**src/rtl/serial_sub_pkg.sv**
```systemverilog
// Shared types and constants for the bit-serial subtractor.
package serial_sub_pkg;

    localparam int DEFAULT_WIDTH = 8;

    typedef enum logic [1:0] {
        IDLE = 2'd0,
        CALC = 2'd1,
        DONE = 2'd2
    } sub_state_t;

endpackage

```
**src/rtl/serial_sub_cell.sv**
```systemverilog
// One-bit difference/borrow cell used by the serial subtractor each CALC cycle.
module serial_sub_cell (
    input  logic a_k,
    input  logic b_k,
    input  logic br,
    output logic d_k,
    output logic br_next
);

    assign d_k     = a_k ^ b_k ^ br;
    assign br_next = (~a_k & b_k) | (~(a_k ^ b_k) & br);

endmodule

```
**src/rtl/serial_subtractor.sv**
```systemverilog
// Bit-serial a - b - bin, LSB first, one bit per clock, with valid/ready handshakes.
module serial_subtractor
    import serial_sub_pkg::*;
#(
    parameter int WIDTH = DEFAULT_WIDTH
) (
    input  logic             clk,
    input  logic             rst,
    input  logic             in_valid,
    output logic             in_ready,
    input  logic [WIDTH-1:0] a,
    input  logic [WIDTH-1:0] b,
    input  logic             bin,
    output logic             out_valid,
    input  logic             out_ready,
    output logic [WIDTH-1:0] diff,
    output logic             bout
);

    localparam int CW = $clog2(WIDTH + 1);
    localparam logic [CW-1:0] LAST_BIT = CW'(WIDTH - 1);

    sub_state_t       state_reg, state_next;
    logic [CW-1:0]    cnt_reg;
    logic [WIDTH-1:0] a_sh_reg, b_sh_reg, res_sh_reg;
    logic             br_reg;
    logic [WIDTH-1:0] diff_reg;
    logic             bout_reg;
    logic             d_k, br_next;

    serial_sub_cell u_cell (
        .a_k     (a_sh_reg[0]),
        .b_k     (b_sh_reg[0]),
        .br      (br_reg),
        .d_k     (d_k),
        .br_next (br_next)
    );

    always_ff @(posedge clk or posedge rst) begin
        if (rst) begin
            state_reg <= IDLE;
        end else begin
            state_reg <= state_next;
        end
    end

    always_comb begin
        state_next = state_reg;
        case (state_reg)
            IDLE:    if (in_valid) state_next = CALC;
            CALC:    if (cnt_reg == LAST_BIT) state_next = DONE;
            DONE:    if (out_ready) state_next = IDLE;
            default: state_next = IDLE;
        endcase
    end

    always_comb begin
        in_ready  = 1'b0;
        out_valid = 1'b0;
        case (state_reg)
            IDLE:    in_ready  = 1'b1;
            DONE:    out_valid = 1'b1;
            default: ;
        endcase
    end

    // Working shift registers; the result register is only loaded on the final bit
    // so diff/bout never show partial results.
    always_ff @(posedge clk or posedge rst) begin
        if (rst) begin
            cnt_reg    <= '0;
            a_sh_reg   <= '0;
            b_sh_reg   <= '0;
            res_sh_reg <= '0;
            br_reg     <= 1'b0;
            diff_reg   <= '0;
            bout_reg   <= 1'b0;
        end else begin
            case (state_reg)
                IDLE: begin
                    if (in_valid) begin
                        a_sh_reg   <= a;
                        b_sh_reg   <= b;
                        br_reg     <= bin;
                        res_sh_reg <= '0;
                        cnt_reg    <= '0;
                    end
                end
                CALC: begin
                    a_sh_reg   <= a_sh_reg >> 1;
                    b_sh_reg   <= b_sh_reg >> 1;
                    res_sh_reg <= {d_k, res_sh_reg[WIDTH-1:1]};
                    br_reg     <= br_next;
                    cnt_reg    <= cnt_reg + CW'(1);
                    if (cnt_reg == LAST_BIT) begin
                        diff_reg <= {d_k, res_sh_reg[WIDTH-1:1]};
                        bout_reg <= br_next;
                    end
                end
                default: ;
            endcase
        end
    end

    assign diff = diff_reg;
    assign bout = bout_reg;

endmodule

```
**config.mk**
```make
export PLATFORM = sky130hd
export DESIGN_NAME = serial_subtractor
export DESIGN_NICKNAME = d
export VERILOG_FILES = /design/src/rtl/serial_sub_pkg.sv /design/src/rtl/serial_sub_cell.sv /design/src/rtl/serial_subtractor.sv
export SDC_FILE = /design/constraint.sdc
export NUM_CORES = 1
export LEC_CHECK = 0
export BUFFER_PORTS_ARGS = -buffer_cell sky130_fd_sc_hd__buf_2
export CORE_UTILIZATION = 58
export CTS_CLUSTER_DIAMETER = 150
export DETAILED_ROUTE_END_ITERATION = 8
export MAX_ROUTING_LAYER = met4
export PLACE_DENSITY = 0.81
export SLEW_MARGIN = 20
export SYNTH_ARGS = -nofsm -noshare
export SYNTH_HDL_FRONTEND = slang
export SYNTH_SLANG_ARGS = --single-unit
```
**constraint.sdc**
```tcl
create_clock -name clk -period 2.4 [get_ports clk]
set_input_delay 0.72 -clock clk [delete_from_list [all_inputs] [get_ports clk]]
set_output_delay 0.72 -clock clk [all_outputs]
set_load 0.1 [all_outputs]
```
* Yosys cells after proc, flatten, opt, wreduce, memory -nomap -nowiden *
Index checks and enable logic that the tools add are counted.

cells by class
  equality and inequality tests = 6
  reductions and logical operators = 5
  add/subtract/negate cells = 1
  muxes and demuxes = 16
  bitwise gates (word level) = 7

operators by type and width
  cell                   count
  $pmux W8 S2            3
  $mux W8                3
  $pmux W4 S2            1
  $mux W2                3
  $ne A2 B2 Y1 const B   3
  $pmux W2 S3            1
  $add A4 B1 Y4 const B  1
  $eq A4 B3 Y1 const B   1
  $mux W4                1
  $reduce_and A2 Y1      2
  $mux W1                3
  $reduce_and A3 Y1      1
  $and A1 B1 Y1          2
  $eq A2 B1 Y1 const B   1
  $eq A2 B2 Y1 const B   1
  $logic_not A2 Y1       1
  $not A1 Y1             2
  $pmux W1 S2            1
  $reduce_bool A2 Y1     1
  $xor A1 B1 Y1          2
  $or A1 B1 Y1           1

storage, ports and cells
  output and inout bits = 11
  register bits after elaboration = 40
  word-level logic and storage cells = 43
  bits of input ports = 21

* Depth between registers and ports, before layout *
  word-level depth = 5
  depth in mapped cells = 5
  gate-level depth less buffers = 4

* Hierarchy *
From an unflattened synthesis, not the netlist that was laid out.

unflattened totals
  cells, all modules = 162
  area, all modules = 1816.7 sq um

modules (own cells, without submodules)
  module             cells each  seq. area each (sq um)  area each (sq um)  instances
  serial_subtractor  158         975.9                   1785.5             1
  serial_sub_cell    4           0.0                     31.3               1

* Worst setup path before layout *
No wires, ideal clock.

  path type = reg-to-output
  start point = register state_reg[0]
  end point = output in_ready
  path buffers = 3
  data required time = 1.680 ns
  data arrival time = 2.128 ns
  stages on the path, launching flop included = 5
  slack = -0.448 ns
  cell sequence = dfrtp_1 > buf_2 > buf_2 > buf_4 > nor2_1

on the way
  cells in the longest elaborated chain, start to end = 2

RTL lines
  item                      line                     RTL
  start: declaration        serial_subtractor.sv:23  sub_state_t state_reg, state_next;
  start signal: assignment  serial_subtractor.sv:43  state_reg <= state_next;
  $logic_not A2 Y1          serial_subtractor.sv:60  case (state_reg)
  $mux W1                   serial_subtractor.sv:60
  end: declaration          serial_subtractor.sv:10  output logic in_ready,

Every way passes these cells.

* Worst setup path after layout *
  start point = register state_reg[1]
  end point = output out_valid

on the way
  cells in the longest elaborated chain, start to end = 2

RTL lines
  item              line                     RTL
  $eq A2 B2 Y1      serial_subtractor.sv:60
  $mux W1           serial_subtractor.sv:60
  end: declaration  serial_subtractor.sv:14  output logic out_valid,

Every way passes these cells.

==> flow_metrics.tcl <==
set metrics [dict create \
    post_synth_mux_area_share_pct 6.21 \
    initial_antenna_violation_count 0 \
    share_seq_of_total_power_pct 38.5 \
    diodes 0 \
    timing.critical_path.fanout_max 17 \
    final.period_utilization_pct 92.4 \
    ctsHtreeMaxLevel 2 \
    die-area_um2 3280 \
    route.detailed.drc 2 \
    final-max-slew-violation-count 0 \
    fin_hold_ws_ns 0.376 \
    status "finished with violations" \
    ys.warnings.count 0 \
    required_time_of_the_critical_path_ns 1.68 \
    cts.path.max_buffers 2 \
    layout-drive-gt1-share_pct 30.3 \
    worstSetupStartpointType "register" \
    unrepaired_setup_endpoints_after_global_routing "no" \
    cts.root.buffer_cell "sky130_fd_sc_hd__clkbuf_4" \
    wl_um 3420 \
    io_pins 32 \
    internal-power_mw 1.59 \
    grt_first_pass_wirelength_um 5980 \
    avgViaCountPerCell 5.72 \
    grtUsageTotal_pct 25.4 \
    initial_core_util_pct 62.6 \
    power_frac_comb_pct 46.3 \
    io_buffers 31 \
    criticalPathCategory "register to output port" \
    ys_seq_area_share_pct 55.1 \
    synth.distinct_cells 27 \
    final.setup.tns_ns 0 \
    cts_made_buffers 5 \
    finalCriticalPeriod_ns 2.22 \
    crit_path_start "state_reg[1]" \
    clkTransAtPathRegs_ns 0.12 \
    clk_latency_worst_skew_pair_ns 0.36 \
    worst_hold_path_type "input port to async pin" \
    drtIter0Drc 46 \
    clock_power_share_pct 15.2 \
    synth_top_family_by_area "compound AO/OA/AOI/OAI gates" \
    cts.repair_timing.setup_buffer_count 0 \
    gr-total-overflow 0 \
    cts_hold_buffers 0 \
    antenna_violating_nets_post_route 0 \
    syn-cell-area_um2 1770 \
    dp_wirelength_um 2420 \
    ir_drop_mv 1.00 \
    critical_path_arrival_ns 1.50 \
    worstMarginPinSlew_ns 0.593 \
    tritoncts "built" \
    synth_cells 160 \
    die_y_um 57.3 \
    cts_resized 0 \
    post_synth_xor_area_fraction_pct 0 \
    finalSetupViolations 0 \
    route.detailed.wl_per_inst_um 15.1 \
    num_rows 19 \
    p_sw_mw 1.33 \
    timing.final.hold_violations 0 \
    share_of_the_synthesized_area_in_compound_gates_ao_oa_aoi_oai_pct 17.5 \
    syn_to_final_growth_pct 17.3 \
    mapped_nets 183 \
    powerDensity_nw_per_um2 1410 \
    weighted_congestion_reported_at_the_end_of_routability_driven_placement 0.782 \
    maxCapViolCount 0 \
    finClkSkew_ns 0.0148 \
    clkSinkCount 39 \
    maximum_number_of_pins_on_one_net_before_global_route_repair 21 \
    drt-pass1-iter-count 6 \
    power.share.switching_pct 45.6 \
    synth-simple-area-share_pct 15.1 \
    fmax_mhz 451 \
    placement.setup.worst_slack_ns 0.582 \
    static-leakage-power_nw 1.05 \
    postSynthRegisterBits 39 \
    core_region_area_um2 2830 \
    critical_path.endpoint_type "output port" \
    synth_adder_area_share_pct 1.84 \
    failed_checks "DRC" \
    finalNetCount 217 \
    reg2reg_from "state_reg[1]" \
    via_count 1293 \
    max_slew_margin_pct 60.4 \
    synth_area_per_cell_um2 11.1 \
    floorplan.die.width_um 57.3 \
    finalWorstSetupSlack_ns 0.182 \
    first_global_vias 1344 \
]
[synthesized netlist by cell type, drive strengths merged]
master	n	area (um^2)
a21o	1	7.51
a21oi	15	75.1
a22o	9	78.8
a22oi	3	22.5
a2bb2oi	2	17.5
and2	1	6.26
and2b	2	15.0
and3b	12	105
buf	8	45.0
clkbuf	3	11.3
dfrtp	39	976
fa	1	20.0
ha	1	12.5
inv	5	18.8
mux2	8	90.1
mux2i	2	20.0
nand2	18	67.6
nand2b	2	20.0
nand3	1	5.00
nor2	2	7.51
nor2b	4	25.0
nor3	1	16.3
o21ai	18	90.1
o21bai	1	11.3
o31ai	1	7.51
[logic make-up (layout without fill, tap and decap cells)]
kind of cell | Yosys count | in the layout
adders and majority gates | 2 | 2
AOI/OAI and AO/OA | 50 | 50
DFF | 39 | 39
and+or+nand+nor | 43 | 43
buffers and inverters | 16 | 51
muxes | 10 | 10
[critical path: stages, from the launching register on]
cell                      delay [ns]
sky130_fd_sc_hd__dfrtp_1        0.65
sky130_fd_sc_hd__nor2b_2        0.30
sky130_fd_sc_hd__buf_12         0.20
[layer usage]
layer / up-vias / wire length, um / track usage, %
met5: - / 0 / -
met2: 41 / 1570 / 36.6
met1: 613 / 1590 / 33.2
li1: 627 / - / -
met3: 12 / 155 / 5.22
met4: 0 / 108 / 15.3
[through the flow]
step	instances	total power, mW	cell area, um^2	util, %
floorplan	160	2.20	1780	-
global placement	218	2.44	2000	70.6
detailed placement	218	2.50	2000	70.6
CTS	226	2.94	2080	73.5
global route	226	3.09	2080	73.5
finish	226	2.93	2080	73.5
[layout by cell type, fill, tap and decap left out, types with 2 or more instances in the layout]
| cell | netlist | layout |
|---|---|---|
| sky130_fd_sc_hd__inv_1 | 5 | 5 |
| sky130_fd_sc_hd__mux2i_1 | 2 | 2 |
| sky130_fd_sc_hd__mux2_2 | 8 | 8 |
| sky130_fd_sc_hd__buf_12 | 0 | 2 |
| sky130_fd_sc_hd__buf_4 | 2 | 7 |
| sky130_fd_sc_hd__a21oi_1 | 15 | 15 |
| sky130_fd_sc_hd__nand2_1 | 18 | 18 |
| sky130_fd_sc_hd__clkbuf_4 | 0 | 5 |
| sky130_fd_sc_hd__a22oi_1 | 3 | 3 |
| sky130_fd_sc_hd__a2bb2oi_1 | 2 | 2 |
| sky130_fd_sc_hd__nor2b_1 | 4 | 3 |
| sky130_fd_sc_hd__and2b_1 | 2 | 2 |
| sky130_fd_sc_hd__and3b_1 | 12 | 12 |
| sky130_fd_sc_hd__o21ai_0 | 18 | 18 |
| sky130_fd_sc_hd__buf_2 | 6 | 29 |
| sky130_fd_sc_hd__dfrtp_1 | 39 | 39 |
| sky130_fd_sc_hd__a22o_1 | 9 | 9 |
[final cells by class]
class	instances	area [um^2]
fill	196	751
sequential	39	976
tap	31	38.8
clock inverter	3	43.8
clock buffer	5	37.5
timing repair buffer	38	238
multi-input combinational	105	726
inverter	5	18.8
[worst paths after layout]
check / end / slack, ns / cells after the start
max in group asynchronous: a_sh_reg[2] / 1.79 / 3
min in group clk: b_sh_reg[6] / 0.50 / 2
worst min register to register: b_sh_reg[6] / 0.50 / 2
worst max register to register: diff[3] / 0.55 / 3
worst max-delay path: out_valid / 0.18 / 2
worst min-delay path: cnt_reg[2] / 0.38 / 3
[power by group through the flow]
stage	logic, mW	registers, mW	clock network (mW)
6_report	1.35	1.13	0.445
5_1_grt	1.46	1.16	0.479
4_1_cts	1.36	1.13	0.454
3_5_place_dp	1.36	1.14	0
3_3_place_gp	1.32	1.12	0
2_1_floorplan	0.664	1.54	0
Power figures use the tool's default switching activity.
